`config.mk`:
```
export PLATFORM = sky130hd
export DESIGN_NAME = xcvr_cmd_sequencer
export DESIGN_NICKNAME = d
export VERILOG_FILES = /design/src/rtl/xcvr_cmd_sequencer.sv
export SDC_FILE = /design/constraint.sdc
export NUM_CORES = 1
export LEC_CHECK = 0
export ABC_AREA = 1
export BUFFER_PORTS_ARGS = -buffer_cell sky130_fd_sc_hd__buf_2
export CAP_MARGIN = 20
export CORE_MARGIN = 2
export CORE_UTILIZATION = 25
export DETAILED_ROUTE_END_ITERATION = 10
export PLACE_DENSITY = 0.42
export SYNTH_ARGS = -nofsm -noshare
export SYNTH_HDL_FRONTEND = slang
export SYNTH_SLANG_ARGS = --single-unit
```
`constraint.sdc`:
```
create_clock -name i_usr_clk -period 10.49 [get_ports i_usr_clk]
set_input_delay 2.098 -clock i_usr_clk [delete_from_list [all_inputs] [get_ports i_usr_clk]]
set_output_delay 2.098 -clock i_usr_clk [all_outputs]
set_load 0.02 [all_outputs]
```
`src/rtl/xcvr_cmd_sequencer.sv`:
```
// CSR front end for the transceiver reconfiguration bridge: issues one level-held
// command at a time, waits for ack, captures read data, times out and drains hung accesses.
module xcvr_cmd_sequencer #(
  parameter int unsigned CMD_W       = 16,
  parameter int unsigned USER_ADDR_W = 16,
  parameter int unsigned DATA_W      = 32,
  parameter int unsigned TIMEOUT_CYC = 4096
) (
  input  logic                   i_usr_clk,
  input  logic                   i_usr_rst_n,
  input  logic                   i_csr_wr,
  input  logic                   i_csr_rd,
  input  logic [1:0]             i_csr_addr,
  input  logic [DATA_W-1:0]      i_csr_wrdata,
  output logic [DATA_W-1:0]      o_csr_rddata,
  output logic                   o_csr_rdvalid,
  output logic [CMD_W-1:0]       o_usr_cmd,
  output logic [USER_ADDR_W-1:0] o_usr_addr,
  output logic [DATA_W-1:0]      o_usr_writedata,
  input  logic [DATA_W-1:0]      i_usr_readdata,
  input  logic                   i_usr_ack,
  output logic                   o_busy
);

  localparam int unsigned CntW = (TIMEOUT_CYC > 0) ? $clog2(TIMEOUT_CYC + 1) : 1;
  localparam bit TimeoutEn = (TIMEOUT_CYC != 0);
  localparam logic [CntW-1:0] TimeoutLast = CntW'(TIMEOUT_CYC - 1);
  localparam logic [1:0] CmdNoop  = 2'd0;
  localparam logic [1:0] CmdRead  = 2'd1;
  localparam logic [1:0] CmdWrite = 2'd2;

  typedef enum logic [2:0] {StIdle, StIssue, StRelease, StDrainHi, StDrainLo} state_e;

  // Reset asserts asynchronously but releases two clocks after the pin deasserts.
  logic [1:0] rst_sync_q;
  logic       rst_n;

  always_ff @(posedge i_usr_clk or negedge i_usr_rst_n) begin
    if (!i_usr_rst_n) rst_sync_q <= 2'b00;
    else              rst_sync_q <= {rst_sync_q[0], 1'b1};
  end
  assign rst_n = rst_sync_q[1];

  state_e                 state_q, state_d;
  logic [CntW-1:0]        cnt_q, cnt_d;
  logic [1:0]             cmd_q, cmd_d;
  logic [USER_ADDR_W-1:0] addr_q, addr_d;
  logic [DATA_W-1:0]      wd_q, wd_d;
  logic [1:0]             ctrl_cmd_q, ctrl_cmd_d;
  logic [USER_ADDR_W-1:0] ctrl_addr_q, ctrl_addr_d;
  logic [DATA_W-1:0]      wrdata_q, wrdata_d;
  logic [DATA_W-1:0]      rddata_q, rddata_d;
  logic                   done_q, done_d, timeout_q, timeout_d, rejected_q, rejected_d;
  logic [DATA_W-1:0]      csr_rddata_q, csr_rddata_d, rd_mux;
  logic                   csr_rdvalid_q;

  logic       ctrl_wr, wrdata_wr, status_wr, launch, reject, ack_done, expire;
  logic [1:0] new_cmd;

  assign ctrl_wr   = i_csr_wr && (i_csr_addr == 2'd0);
  assign wrdata_wr = i_csr_wr && (i_csr_addr == 2'd1);
  assign status_wr = i_csr_wr && (i_csr_addr == 2'd3);
  assign new_cmd   = i_csr_wrdata[1:0];
  assign launch    = ctrl_wr && (state_q == StIdle) &&
                     ((new_cmd == CmdRead) || (new_cmd == CmdWrite));
  assign reject    = ctrl_wr && !launch;

  always_comb begin
    state_d  = state_q;
    cnt_d    = cnt_q;
    cmd_d    = cmd_q;
    addr_d   = addr_q;
    wd_d     = wd_q;
    ack_done = 1'b0;
    expire   = 1'b0;
    unique case (state_q)
      StIdle: begin
        if (launch) begin
          state_d = StIssue;
          cmd_d   = new_cmd;
          addr_d  = i_csr_wrdata[USER_ADDR_W+15:16];
          wd_d    = wrdata_q;
          cnt_d   = '0;
        end
      end
      StIssue: begin
        // Ack takes priority over a timeout expiring on the same cycle.
        if (i_usr_ack) begin
          state_d  = StRelease;
          cmd_d    = CmdNoop;
          ack_done = 1'b1;
        end else if (TimeoutEn && (cnt_q == TimeoutLast)) begin
          state_d = StDrainHi;
          cmd_d   = CmdNoop;
          expire  = 1'b1;
        end else if (cnt_q != '1) begin
          cnt_d = cnt_q + CntW'(1);
        end
      end
      StRelease: if (!i_usr_ack) state_d = StIdle;
      StDrainHi: if (i_usr_ack)  state_d = StDrainLo;
      StDrainLo: if (!i_usr_ack) state_d = StIdle;
      default:   state_d = StIdle;
    endcase
  end

  always_comb begin
    ctrl_cmd_d  = ctrl_cmd_q;
    ctrl_addr_d = ctrl_addr_q;
    wrdata_d    = wrdata_q;
    rddata_d    = rddata_q;
    if (ctrl_wr) begin
      ctrl_cmd_d  = new_cmd;
      ctrl_addr_d = i_csr_wrdata[USER_ADDR_W+15:16];
    end
    if (wrdata_wr) wrdata_d = i_csr_wrdata;
    if (ack_done && (cmd_q == CmdRead)) rddata_d = i_usr_readdata;
    // Sticky bits: write-1-to-clear, a hardware set on the same cycle wins.
    done_d     = (done_q     & ~(status_wr & i_csr_wrdata[1])) | ack_done;
    timeout_d  = (timeout_q  & ~(status_wr & i_csr_wrdata[2])) | expire;
    rejected_d = (rejected_q & ~(status_wr & i_csr_wrdata[3])) | reject;
  end

  always_comb begin
    rd_mux = '0;
    unique case (i_csr_addr)
      2'd0: begin
        rd_mux[1:0]               = ctrl_cmd_q;
        rd_mux[USER_ADDR_W+15:16] = ctrl_addr_q;
      end
      2'd1: rd_mux = wrdata_q;
      2'd2: rd_mux = rddata_q;
      2'd3: rd_mux[3:0] = {rejected_q, timeout_q, done_q, o_busy};
    endcase
    csr_rddata_d = i_csr_rd ? rd_mux : csr_rddata_q;
  end

  always_ff @(posedge i_usr_clk or negedge rst_n) begin
    if (!rst_n) begin
      state_q       <= StIdle;
      cnt_q         <= '0;
      cmd_q         <= CmdNoop;
      addr_q        <= '0;
      wd_q          <= '0;
      ctrl_cmd_q    <= '0;
      ctrl_addr_q   <= '0;
      wrdata_q      <= '0;
      rddata_q      <= '0;
      done_q        <= 1'b0;
      timeout_q     <= 1'b0;
      rejected_q    <= 1'b0;
      csr_rddata_q  <= '0;
      csr_rdvalid_q <= 1'b0;
    end else begin
      state_q       <= state_d;
      cnt_q         <= cnt_d;
      cmd_q         <= cmd_d;
      addr_q        <= addr_d;
      wd_q          <= wd_d;
      ctrl_cmd_q    <= ctrl_cmd_d;
      ctrl_addr_q   <= ctrl_addr_d;
      wrdata_q      <= wrdata_d;
      rddata_q      <= rddata_d;
      done_q        <= done_d;
      timeout_q     <= timeout_d;
      rejected_q    <= rejected_d;
      csr_rddata_q  <= csr_rddata_d;
      csr_rdvalid_q <= i_csr_rd;
    end
  end

  assign o_busy          = (state_q != StIdle);
  assign o_usr_cmd       = CMD_W'(cmd_q);
  assign o_usr_addr      = addr_q;
  assign o_usr_writedata = wd_q;
  assign o_csr_rddata    = csr_rddata_q;
  assign o_csr_rdvalid   = csr_rdvalid_q;

endmodule

```
==> results.yml <==
status:
  status: "complete, no violations"
routing:
  viasPerCell: 4.34
  drcViolationCount: 0
  wl_met1_um: 11000
  dr_wl_met3_um: 1070
  vias: 6286
  postRouteAntennaNets: 0
  drt-pass1-iter-count: 6
  wl_per_cell_um: 15.9
  drtIter0Drc: 402
  wl_um: 23100
  wl_met2_um: 10800
  routed.top_layer: "met5"
synth:
  avgSynthCellArea_um2: 8.83
  synthCells: 903
  ys_warn_count: 0
  synth.distinct_cells: 35
  synth_edf_count: 0
  seq_area_frac_synth: 0.584
  synthFlopType: "dfrtp_1"
  netlist_area_um2: 7970
  async_flop_share: 1.00
  synth_seq_cells: 186
layout:
  fillers: 3339
  area_delta_synth_final_pct: 21.0
  n_antenna_cell: 0
  final_area_um2: 9650
  fin_nets: 1113
  drive_above_1_share: 0.200
global_routing:
  grt_pass1_wl_um: 35500
  grt_pass1_vias: 6011
  grt.overflow.total: 0
  grt_usage: 0.140
  grt_start_max_net_pins: 165
  antenna_found_initial: 2
floorplanning:
  initial_utilization: 0.253
  rows: 65
  io_pins: 169
  core-area_um2: 31500
  fp.dieW_um: 183
  die_h_um: 183
  dieArea_um2: 33300
critical_path:
  path_max_fanout: 46
  worstPathArrival_ps: 4910
  crit_path_start_kind: "input port"
  path_cells: "buf_2 > inv_1 > ha_1 > nand2_1 > inv_1 > nand3_2 > nor2_4 > inv_2 > buf_4 > nand2_1 > o21ai_1"
  reg2regPathDepth: 5
  slowest_stage: "ha_1"
  setup.worst_path.class: "in2reg"
  worstSetupEndpointType: "register"
  worstPathRequired_ps: 10800
  slowest_delay_ps: 660
clock_network:
  h-tree-depth: 4
  cts.sinks: 186
  clockBufferDepth: 2
  cts-buffers-inserted: 17
  cts_tree: "done"
  cts-root-buf: "clkbuf_16"
  worstSkewPairLatency_ps: 440
  post_cts_resized: 0
  cts.clk_slew.worst_paths_ps: 80
  cts_setup_buffers: 0
  cts.hold.buffers_added: 0
timing:
  fin_hold_ws_ps: 223
  rsz0062_at_grt: "false"
  slew_headroom: 0.346
  maxSlewViolCount: 0
  worst_slew_pin_slew_ps: 979
  period_share: 0.439
  setup_tns_ps: 0
  hold_viol: 0
  period_minus_slack_ps: 4610
  finClkSkew_ps: 12.2
  fmax_ghz: 0.217
  setup_ws_ps: 5880
  finalSetupViolations: 0
power:
  p_leak_nw: 4.93
  finalPower_mw: 2.37
  pwr_density_cell_nw_per_um2: 245
  ir_drop_uv: 112
place:
  io_buffers: 154
  hpwlAfterDp_um: 16100
  gp_congestion: 0.783
  place_ws_ps: 4790
  postPlaceCellArea_um2: 9020
job:
  max-cap-violations: 0
hold_path:
  hold_path_class: "reg2async"
## kinds of logic (layout without fill, tap and decap cells)
kind of cell,Yosys count,after routing,synth area share
XOR/XNOR,2,2,0.00220
buffers and inverters,161,293,0.0890
AO/OA/AOI/OAI,218,218,0.142
adder cells (fa/ha/maj),7,7,0.0110
other,2,15,0.000942
AND/OR/NAND/NOR,327,327,0.172
flip-flops,186,186,0.584
## registers in the layout, indices dropped and copies added, names as in the netlist, 2 cells and up
signal and cells:
rst_sync_q 2, ctrl_cmd_q 2, state_q 3, o_usr_addr 16, rddata_q 32, o_usr_writedata 32
wrdata_q 32, ctrl_addr_q 16, cnt_q 13, cmd_q 2, o_csr_rddata 32
## layout make-up
class	instances	area [um2]	share of cell area
Sequential cell	186	4660	0.483
Multi-Input combinational cell	569	2660	0.276
Tap cell	402	503	0.0521
Clock buffer	17	425	0.0441
Clock inverter	15	180	0.0187
Timing Repair Buffer	159	841	0.0871
Inverter	102	383	0.0397
## stage by stage
stage | instances | util
2_1_floorplan | 916 | -
3_3_place_gp | 1417 | 0.287
3_5_place_dp | 1417 | 0.287
4_1_cts | 1449 | 0.306
5_1_grt | 1450 | 0.307
6_report | 1450 | 0.307
## critical path, delay by kind of cell
| family | cells | cell delay, ps |
|---|---|---|
| buffers and inverters | 5 | 1140 |
| and+or+nand+nor | 4 | 890 |
| adders and majority gates | 1 | 660 |
| AOI/OAI and AO/OA | 1 | 60 |
## report_power, final
| group | internal, mW | leakage (nW) | total (mW) | switching (mW) |
|---|---|---|---|---|
| sequential | 0.927 | 2.34 | 1.05 | 0.122 |
| clock | 0.362 | 0.294 | 0.678 | 0.316 |
| combinational | 0.212 | 2.30 | 0.641 | 0.429 |
## path summary, 6_finish.rpt
| check | from | slack [ps] | end |
|---|---|---|---|
| max | i_csr_addr[0] | 5880 | o_usr_writedata[8]$_DFFE_PN0P_ |
| max in group asynchronous | i_usr_rst_n | 8950 | rst_sync_q[1]$_DFF_PN0_ |
| min in group i_usr_clk | rst_sync_q[0]$_DFF_PN0_ | 360 | rst_sync_q[1]$_DFF_PN0_ |
| min | rst_sync_q[1]$_DFF_PN0_ | 220 | o_usr_addr[10]$_DFFE_PN0P_ |
| max reg2reg | state_q[2]$_DFFE_PN0P_ | 8190 | rddata_q[30]$_DFFE_PN0P_ |
| min reg2reg | rst_sync_q[1]$_DFF_PN0_ | 220 | o_usr_addr[10]$_DFFE_PN0P_ |
## layer usage
layer / vias to the layer above / track usage
li1: 3137 / -
met1: 2983 / 0.195
met2: 144 / 0.222
met3: 18 / 0.0341
met4: 4 / 0.0284
met5: - / 0
## synth_stat cells, types with 3 or more instances
cell	instances	area, um2
a21oi_1	46	230
a31oi_1	3	18.8
buf_2	24	120
buf_4	16	120
clkbuf_1	16	60.1
dfrtp_1	186	4650
ha_1	7	87.6
inv_1	98	368
inv_2	4	15.0
nand2_1	236	886
nand2_2	3	18.8
nand3_1	24	120
nand3b_1	3	22.5
nand4_1	9	56.3
nor2_1	39	146
nor3_1	3	15.0
o21ai_0	88	440
o21ai_1	63	315
o22ai_1	12	75.1
## cells in the final DEF, fill, tap and decap left out, types with 2 or more instances in the layout
master      count
o21bai_1        2
a31oi_1         3
nor2_1         39
buf_2         154
inv_6           3
buf_4           3
clkinv_4        2
a21oi_1        46
dfrtp_1       185
nor3_1          3
bufinv_16       2
conb_1         15
o21ai_1        63
a22o_1          2
clkinvlp_4      2
clkbuf_16      17
nor2_2          2
nand3b_1        3
inv_1          98
nand2_1       235
o21ai_0        88
nand3_1        24
inv_8           5
o22ai_1        12
nor2_4          2
inv_2           4
or2_2           2
nand4_1         9
ha_1            7
nand2_2         4
Note: power is estimated with default switching activity, not from simulation.
